$ cat config.mk
export PLATFORM = sky130hd
export DESIGN_NAME = rr_arbiter
export DESIGN_NICKNAME = d
export VERILOG_FILES = /design/src/rtl/rr_arbiter_pkg.sv /design/src/rtl/rr_find_first.sv /design/src/rtl/rr_arbiter.sv
export SDC_FILE = /design/constraint.sdc
export NUM_CORES = 1
export LEC_CHECK = 0
export ABC_AREA = 1
export BUFFER_PORTS_ARGS = -buffer_cell sky130_fd_sc_hd__clkbuf_2
export CELL_PAD_IN_SITES_DETAIL_PLACEMENT = 2
export CELL_PAD_IN_SITES_GLOBAL_PLACEMENT = 2
export CORE_UTILIZATION = 34
export CTS_CLUSTER_DIAMETER = 60
export DETAILED_ROUTE_END_ITERATION = 6
export HOLD_SLACK_MARGIN = 0.06
export PLACE_DENSITY_LB_ADDON = 0.1
export REMOVE_ABC_BUFFERS = 1
export SYNTH_ARGS = -nofsm -noshare
export SYNTH_HDL_FRONTEND = slang
export SYNTH_SLANG_ARGS = --single-unit
$ cat constraint.sdc
create_clock -name clk_i -period 6.55 [get_ports clk_i]
set_input_delay 0.9825 -clock clk_i [delete_from_list [all_inputs] [get_ports clk_i]]
set_output_delay 0.9825 -clock clk_i [all_outputs]
set_load 0.02 [all_outputs]
$ cat src/rtl/rr_arbiter_pkg.sv
// ----------------------------------------------------------------------------
// rr_arbiter_pkg : shared types for the round-robin arbiter
// Rev 1.0
// ----------------------------------------------------------------------------
`default_nettype none

package rr_arbiter_pkg;

  typedef enum logic [0:0] {
    ARB_IDLE  = 1'b0,
    ARB_GRANT = 1'b1
  } arb_state_e;

endpackage

`default_nettype wire

$ cat src/rtl/rr_find_first.sv
// ----------------------------------------------------------------------------
// rr_find_first : first set request at or after a start position, wrapping
// Rev 1.0
// ----------------------------------------------------------------------------
`default_nettype none

module rr_find_first
  import rr_arbiter_pkg::*;
#(
  parameter  int NUM_REQ = 16,
  localparam int IDX_W   = $clog2(NUM_REQ)
) (
  input  logic [NUM_REQ-1:0] req_i,
  input  logic [IDX_W-1:0]   start_i,
  output logic [IDX_W-1:0]   idx_o,
  output logic               found_o
);

  // Modular add; operands are always below NUM_REQ so one subtraction suffices.
  function automatic logic [IDX_W-1:0] wrap_add(input logic [IDX_W-1:0] a,
                                                input logic [IDX_W-1:0] b);
    logic [IDX_W:0] s;
    s = {1'b0, a} + {1'b0, b};
    if (s >= (IDX_W+1)'(NUM_REQ)) s = s - (IDX_W+1)'(NUM_REQ);
    return s[IDX_W-1:0];
  endfunction

  logic [NUM_REQ-1:0] rot;
  logic [IDX_W-1:0]   first;

  always_comb begin
    rot     = '0;
    first   = '0;
    found_o = 1'b0;
    for (int i = 0; i < NUM_REQ; i++) begin
      rot[i] = req_i[wrap_add(start_i, IDX_W'(i))];
    end
    for (int i = 0; i < NUM_REQ; i++) begin
      if (!found_o && rot[i]) begin
        found_o = 1'b1;
        first   = IDX_W'(i);
      end
    end
    idx_o = wrap_add(start_i, first);
  end

endmodule

`default_nettype wire

$ cat src/rtl/rr_arbiter.sv
// ----------------------------------------------------------------------------
// rr_arbiter : round-robin arbiter with held grants over valid/ready.
// Optional RR_ARBITER_BYPASS_EN: 0-cycle grant from IDLE.   Rev 1.0
// ----------------------------------------------------------------------------
`default_nettype none

module rr_arbiter
  import rr_arbiter_pkg::*;
#(
  parameter  int NUM_REQ = 16,
  localparam int IDX_W   = $clog2(NUM_REQ)
) (
  input  logic               clk_i,
  input  logic               arst_ni,
  input  logic [NUM_REQ-1:0] req_i,
  output logic               gnt_valid_o,
  input  logic               gnt_ready_i,
  output logic [IDX_W-1:0]   gnt_idx_o,
  output logic [NUM_REQ-1:0] gnt_onehot_o
);

  localparam logic [IDX_W-1:0] LAST_IDX = IDX_W'(NUM_REQ - 1);

  arb_state_e         state_q, state_d;
  logic [IDX_W-1:0]   ptr_q, ptr_d;
  logic [IDX_W-1:0]   idx_q, idx_d;
  logic [NUM_REQ-1:0] onehot_q, onehot_d;
  logic               valid_q, valid_d;

  logic [IDX_W-1:0]   ptr_after_gnt;
  logic [IDX_W-1:0]   search_start;
  logic [IDX_W-1:0]   win_idx;
  logic               win_found;
  logic [NUM_REQ-1:0] win_onehot;

  assign ptr_after_gnt = (idx_q == LAST_IDX) ? '0 : idx_q + 1'b1;
  // In GRANT the only search that matters is the one after acceptance.
  assign search_start  = (state_q == ARB_GRANT) ? ptr_after_gnt : ptr_q;
  assign win_onehot    = NUM_REQ'(1) << win_idx;

  rr_find_first #(
    .NUM_REQ (NUM_REQ)
  ) u_find (
    .req_i   (req_i),
    .start_i (search_start),
    .idx_o   (win_idx),
    .found_o (win_found)
  );

  always_comb begin
    state_d  = state_q;
    ptr_d    = ptr_q;
    idx_d    = idx_q;
    onehot_d = onehot_q;
    valid_d  = valid_q;
    case (state_q)
      ARB_IDLE: begin
        if (win_found) begin
`ifdef RR_ARBITER_BYPASS_EN
          if (gnt_ready_i) begin
            ptr_d = (win_idx == LAST_IDX) ? '0 : win_idx + 1'b1;
            idx_d = win_idx;
          end else begin
            state_d  = ARB_GRANT;
            idx_d    = win_idx;
            onehot_d = win_onehot;
            valid_d  = 1'b1;
          end
`else
          state_d  = ARB_GRANT;
          idx_d    = win_idx;
          onehot_d = win_onehot;
          valid_d  = 1'b1;
`endif
        end
      end
      ARB_GRANT: begin
        if (gnt_ready_i) begin
          ptr_d = ptr_after_gnt;
          if (win_found) begin
            idx_d    = win_idx;
            onehot_d = win_onehot;
          end else begin
            state_d  = ARB_IDLE;
            onehot_d = '0;
            valid_d  = 1'b0;
          end
        end
      end
      default: begin
        state_d  = ARB_IDLE;
        onehot_d = '0;
        valid_d  = 1'b0;
      end
    endcase
  end

  always_ff @(posedge clk_i or negedge arst_ni) begin
    if (!arst_ni) begin
      state_q  <= ARB_IDLE;
      ptr_q    <= '0;
      idx_q    <= '0;
      onehot_q <= '0;
      valid_q  <= 1'b0;
    end else begin
      state_q  <= state_d;
      ptr_q    <= ptr_d;
      idx_q    <= idx_d;
      onehot_q <= onehot_d;
      valid_q  <= valid_d;
    end
  end

`ifdef RR_ARBITER_BYPASS_EN
  logic idle_bypass;
  assign idle_bypass  = (state_q == ARB_IDLE);
  assign gnt_valid_o  = idle_bypass ? win_found : valid_q;
  assign gnt_idx_o    = (idle_bypass && win_found) ? win_idx : idx_q;
  assign gnt_onehot_o = idle_bypass ? (win_found ? win_onehot : '0) : onehot_q;
`else
  assign gnt_valid_o  = valid_q;
  assign gnt_idx_o    = idx_q;
  assign gnt_onehot_o = onehot_q;
`endif

endmodule

`default_nettype wire

==> run metrics, run 1 <==
Routed WL per cell 17.3 um; final worst slack 0.944 ns; CTS resizes 0; Final Skew 0.00253 ns; Crit Path Max Fanout 23; hold path depth 2; CTS tree done; Root Buffer clkbuf_8; Yosys reg bits 26; antenna violations before repair 0; Layout area overhead 10.1%; die width 92.5 um; post-synthesis cell type count 45; I/O pin count 40; status finished, final reports clean; share of cells above drive strength 1 18.0%; fmax 0.178 GHz; pre-CTS setup slack 1.06 ns; top-area cell type share of the netlist area 23.4%; I/O Buffers 39; worst-margin pin slew 0.840 ns; DRT Pass-1 Iters 4; Critical Path Start Type register; Starting DRT DRC Count 70; hold_buf cts 0; Setup TNS Final 0 ns; register area share after synthesis 23.4%; Antenna Cells 0; Final setup viols 0; cell taking the most area after synthesis dfrtp_1; Buf+Inv Stages, Crit Path 4; Die ar. 0.00855 sq mm; Hold/Removal Path Class register to register; num rows 32; Vias 3068; R2R setup slack 0.94 ns; largest net degree at the start of global routing 27; Crit. End Element register; Starting Density 35.7%; H-tree depth 1; Post-Syn Instances 425; first-pass GRT wire length 16600 um; routability cong. 0.867; Final HPWL DP 7960 um; FF-to-FF path depth 29; Critical Path AT 5.81 ns; crit path kind register to register; CP Data Required Time 6.75 ns; delay-heaviest family, CP simple AND/OR/NAND/NOR gates; Routed WL 9640 um; Fill cells 993; Post-CTS Setup Bufs 0; Hold Path End gnt_valid_o$_DFFE_PN0P_; main area contributors after synthesis dfrtp_1 23%, nand3_1 19%, nand2_1 15%; core area 0.00781 sq mm; global-route congestion overflow total 0; CTS Sinks 26; Synth Cell Area 0.00278 sq mm; Most common cell on crit path nand2_1; Tot GR Track Use 24.3%; syn avg cell area 6.55 sq um; fin crit period 5.61 ns; worst skew pair latency 0.27 ns; Yosys warning count 0; Nets 489; Tcrit/Tclk final 85.6%; DR DRC count 0; pins over their slew limit 0; RSZ-0062 raised after global routing no; number of max-cap violations 0; clk slew on worst S/H paths 0.09 ns; Vias/cell 5.50; Slowest-stage cell, CP dfrtp_1; vias in the first global route 3483; Max Root-Sink Buffers 2; worst r2r dst gnt_onehot_o[9]$_DFFE_PN0P_; CP peak stage delay 0.46 ns; Fin. Hold Viols 0; Min-Delay Startpoint gnt_valid_o$_DFFE_PN0P_; antenna-violating nets left 0; reg2reg start gnt_idx_o[0]$_DFFE_PN0P_; max_slew headroom 43.8%; Die Y 92.5 um; cts bufs inserted 3
==> cell usage after synthesis (all sizes together) <==
master	number
o211ai	5
xnor2	4
a21oi	2
clkbuf	2
inv	50
nor2	14
a211oi	1
ha	11
a31oi	1
buf	9
xor2	2
a21o	2
and2	6
o21ai	26
a311oi	1
o21a	2
nand3b	2
o2111ai	2
dfrtp	26
a31o	1
fa	1
nand4	10
nand2	128
o41ai	1
clkinv	1
o31ai	1
nor3	5
nand3	109
==> sequential cells by signal (all words and copies together), names as in the netlist <==
| signal | flops |
|---|---|
| gnt_valid_o | 1 |
| gnt_idx_o | 4 |
| ptr_q | 4 |
| gnt_onehot_o | 16 |
| state_q | 1 |
==> worst register-to-register path, delay by kind of cell, from the launching register on <==
family / cells / cell delay, ns
AOI/OAI and AO/OA: 3 / 0.60
and+or+nand+nor: 17 / 2.28
xor gates and xnor gates: 1 / 0.37
DFF: 1 / 0.46
buffers and inverters: 4 / 0.56
adders and majority gates: 4 / 1.26
==> area by class of cell <==
type / count / area (sq um) / share of cell area [%]
sequential: 26 / 651 / 21.2
tap: 102 / 128 / 4.16
clock buffer: 3 / 41.3 / 1.35
multi-input combinational: 337 / 1850 / 60.5
inverter: 51 / 196 / 6.41
timing repair buffer: 39 / 195 / 6.37
==> worst max path at each step <==
stage | startpoint | to | slack [ns] | depth (start not counted)
floorplan | gnt_idx_o[0]$_DFFE_PN0P_ | gnt_onehot_o[10]$_DFFE_PN0P_ | 1.89 | 29
global placement | gnt_idx_o[0]$_DFFE_PN0P_ | gnt_onehot_o[10]$_DFFE_PN0P_ | 1.42 | 29
detailed placement | gnt_idx_o[0]$_DFFE_PN0P_ | gnt_onehot_o[9]$_DFFE_PN0P_ | 1.06 | 29
CTS | gnt_idx_o[0]$_DFFE_PN0P_ | gnt_onehot_o[9]$_DFFE_PN0P_ | 0.92 | 29
global route | gnt_idx_o[0]$_DFFE_PN0P_ | gnt_onehot_o[1]$_DFFE_PN0P_ | 0.45 | 31
finish | gnt_idx_o[0]$_DFFE_PN0P_ | gnt_onehot_o[9]$_DFFE_PN0P_ | 0.94 | 29
==> cell families after synthesis <==
logic type / after synthesis / share of synthesized area (%)
compound gates: 45 / 11.2
xor+xnor: 6 / 1.89
fa+ha+maj: 12 / 5.66
buf+inv: 62 / 10.0
flops: 26 / 23.4
simple gates: 274 / 47.8
==> layout by cell type (no fill, tap or decap), types with 6 or more instances in the layout <==
cell type and count:
inv_2 8, o21ai_1 7, ha_1 11, nand3_1 106, clkbuf_2 39, nand4_1 8
nor2_1 11, o21ai_0 16, and2_1 6, dfrtp_1 26, nand2_2 9, inv_1 41
nand2_1 114
==> per-stage QoR <==
stage | instance area, sq um | std cells | hold WS (ns) | utilization, %
floorplan | 2700 | 414 | 0.452 | -
global placement | 3020 | 555 | 0.469 | 38.7
detailed placement | 3020 | 555 | 0.497 | 38.7
CTS | 3070 | 558 | 0.519 | 39.3
global route | 3070 | 558 | 0.543 | 39.3
finish | 3070 | 558 | 0.510 | 39.3
==> layer usage <==
layer / wire length, um / track usage, %
met1: 4220 / 27.7
met2: 5070 / 48.1
met3: 139 / 0.985
met4: 206 / 7.29
met5: 0 / 0
Power of run 1 is not shown: default switching activity piles up to over one toggle a cycle in this logic, so the estimate is an artifact.
==> inputs of run 2 (changes only) <==
CORE_ASPECT_RATIO = 0.6   (was default)
PLACE_DENSITY = 0.94   (was default)
PLACE_DENSITY_LB_ADDON = default   (was 0.1)
==> run metrics, run 2 (synthesis results as in run 1) <==
vias in the first global route 3449 (was 3483); max_slew headroom 40.6% (was 43.8%); post-layout util 39.4% (was 39.3%); die width 119 um (was 92.5 um); most frequent cells in the layout 114 x nand2_1, 106 x nand3_1, 41 x inv_1 (unchanged); Starting DRT DRC Count 204 (was 70); number of max-cap violations 0 (unchanged); Buf+Inv Stages, Crit Path 5 (was 4); Vias 3208 (was 3068); Root Buffer clkbuf_16 (was clkbuf_8); Die Y 72.1 um (was 92.5 um); Antenna Cells 0 (unchanged); CP peak stage delay 0.45 ns (was 0.46 ns); fin crit period 5.98 ns (was 5.61 ns); pins over their slew limit 0 (unchanged); Slowest-stage cell, CP dfrtp_1 (unchanged); DRT Pass-1 Iters 4 (unchanged); Routed WL 12200 um (was 9640 um); core area 0.00791 sq mm (was 0.00781 sq mm); Final HPWL DP 9480 um (was 7960 um); worst skew pair latency 0.27 ns (about the same); Final Skew 0.00563 ns (was 0.00253 ns); Nets 489 (unchanged); fmax 0.167 GHz (was 0.178 GHz); RSZ-0062 raised after global routing no (unchanged); Fin. Hold Viols 0 (unchanged); Max Root-Sink Buffers 2 (unchanged); Most common cell on crit path inv_1 (was nand2_1); Setup TNS Final 0 ns (unchanged); antenna violations before repair 0 (unchanged); worst-margin pin slew 0.888 ns (was 0.840 ns); Tot GR Track Use 29.1% (was 24.3%); Critical Path AT 6.16 ns (was 5.81 ns); num rows 25 (was 32); Final setup viols 0 (unchanged); Die ar. 0.00857 sq mm (was 0.00855 sq mm); hold_buf cts 0 (unchanged); largest net degree at the start of global routing 27 (unchanged); I/O Buffers 39 (unchanged); CTS Sinks 26 (unchanged); Crit. End Element register (unchanged); Tcrit/Tclk final 91.2% (was 85.6%); CTS tree done (unchanged); Fin Hold WS 0.501 ns (was 0.510 ns); Vias/cell 5.68 (was 5.50); Crit Path Max Fanout 23 (unchanged); share of cells above drive strength 1 18.2% (was 18.0%); placed cells 561 (was 555); antenna-violating nets left 0 (unchanged); most common cell after layout, fill and taps aside nand2_1 (unchanged); CP Data Required Time 6.74 ns (was 6.75 ns); clk slew on worst S/H paths 0.07 ns (was 0.09 ns); global-route congestion overflow total 0 (unchanged); H-tree depth 1 (unchanged); Starting Density 35.2% (was 35.7%); Critical Path Start Type register (unchanged); Layout area overhead 12.1% (was 10.1%); Hold/Removal Path Class register to register (unchanged); routability cong. 0.818 (was 0.867); cts bufs inserted 3 (unchanged); number of flip-flops in the largest register 16 (unchanged); status finished, final reports clean (unchanged); Fill cells 978 (was 993); first-pass GRT wire length 19100 um (was 16600 um); fin cells 565 (was 558); Post-CTS Setup Bufs 0 (unchanged); crit path kind register to register (unchanged); delay-heaviest family, CP simple AND/OR/NAND/NOR gates (unchanged); DR DRC count 0 (unchanged); R2R setup slack 0.57 ns (was 0.94 ns); CTS resizes 0 (unchanged); Routed WL per cell 21.6 um (was 17.3 um); I/O pin count 40 (unchanged)
==> run 2: through the flow <==
step | setup WS (ns) | area (sq um)
finish | 0.575 | 3120
CTS | 0.622 | 3120
floorplan | 1.89 | 2700
global route | 0.205 | 3120
global placement | 1.43 | 3030
detailed placement | 0.858 | 3030
==> run 2: area by class of cell <==
type | count | area, sq um | share of cell area [%]
sequential | 26 | 651 | 20.9
timing repair buffer | 39 | 195 | 6.26
tap | 108 | 135 | 4.33
inverter | 51 | 196 | 6.30
multi-input combinational | 337 | 1850 | 59.4
clock buffer | 4 | 88.8 | 2.85
==> run 2: layer usage <==
layer,track usage [%],part of all wire (%),vias up
met1,39.3,47,1613
met2,48.8,46,77
met5,0,0,-
met4,7.88,1.9,0
met3,4.48,4.8,25
li1,-,-,1493
==> run 2: final timing paths <==
path,from,endpoint,cells after the start
worst max-delay path,gnt_idx_o[0]$_DFFE_PN0P_,gnt_onehot_o[10]$_DFFE_PN0P_,25
worst min-delay path,ptr_q[2]$_DFFE_PN0P_,ptr_q[2]$_DFFE_PN0P_,2
worst max register to register,gnt_idx_o[0]$_DFFE_PN0P_,gnt_onehot_o[10]$_DFFE_PN0P_,25
worst min register to register,ptr_q[2]$_DFFE_PN0P_,ptr_q[2]$_DFFE_PN0P_,2
max in group asynchronous,arst_ni,gnt_onehot_o[10]$_DFFE_PN0P_,1
min in group asynchronous,arst_ni,gnt_onehot_o[14]$_DFFE_PN0P_,1
==> run 2: worst reg2reg max path, delay by kind of cell, from the launching register on <==
family | cells | cell delay, ns
simple gates | 10 | 1.84
compound gates | 5 | 1.27
fa+ha+maj | 4 | 1.25
buf+inv | 5 | 0.67
flops | 1 | 0.45
xor+xnor | 1 | 0.42
Power of run 2 is left out for the same reason.
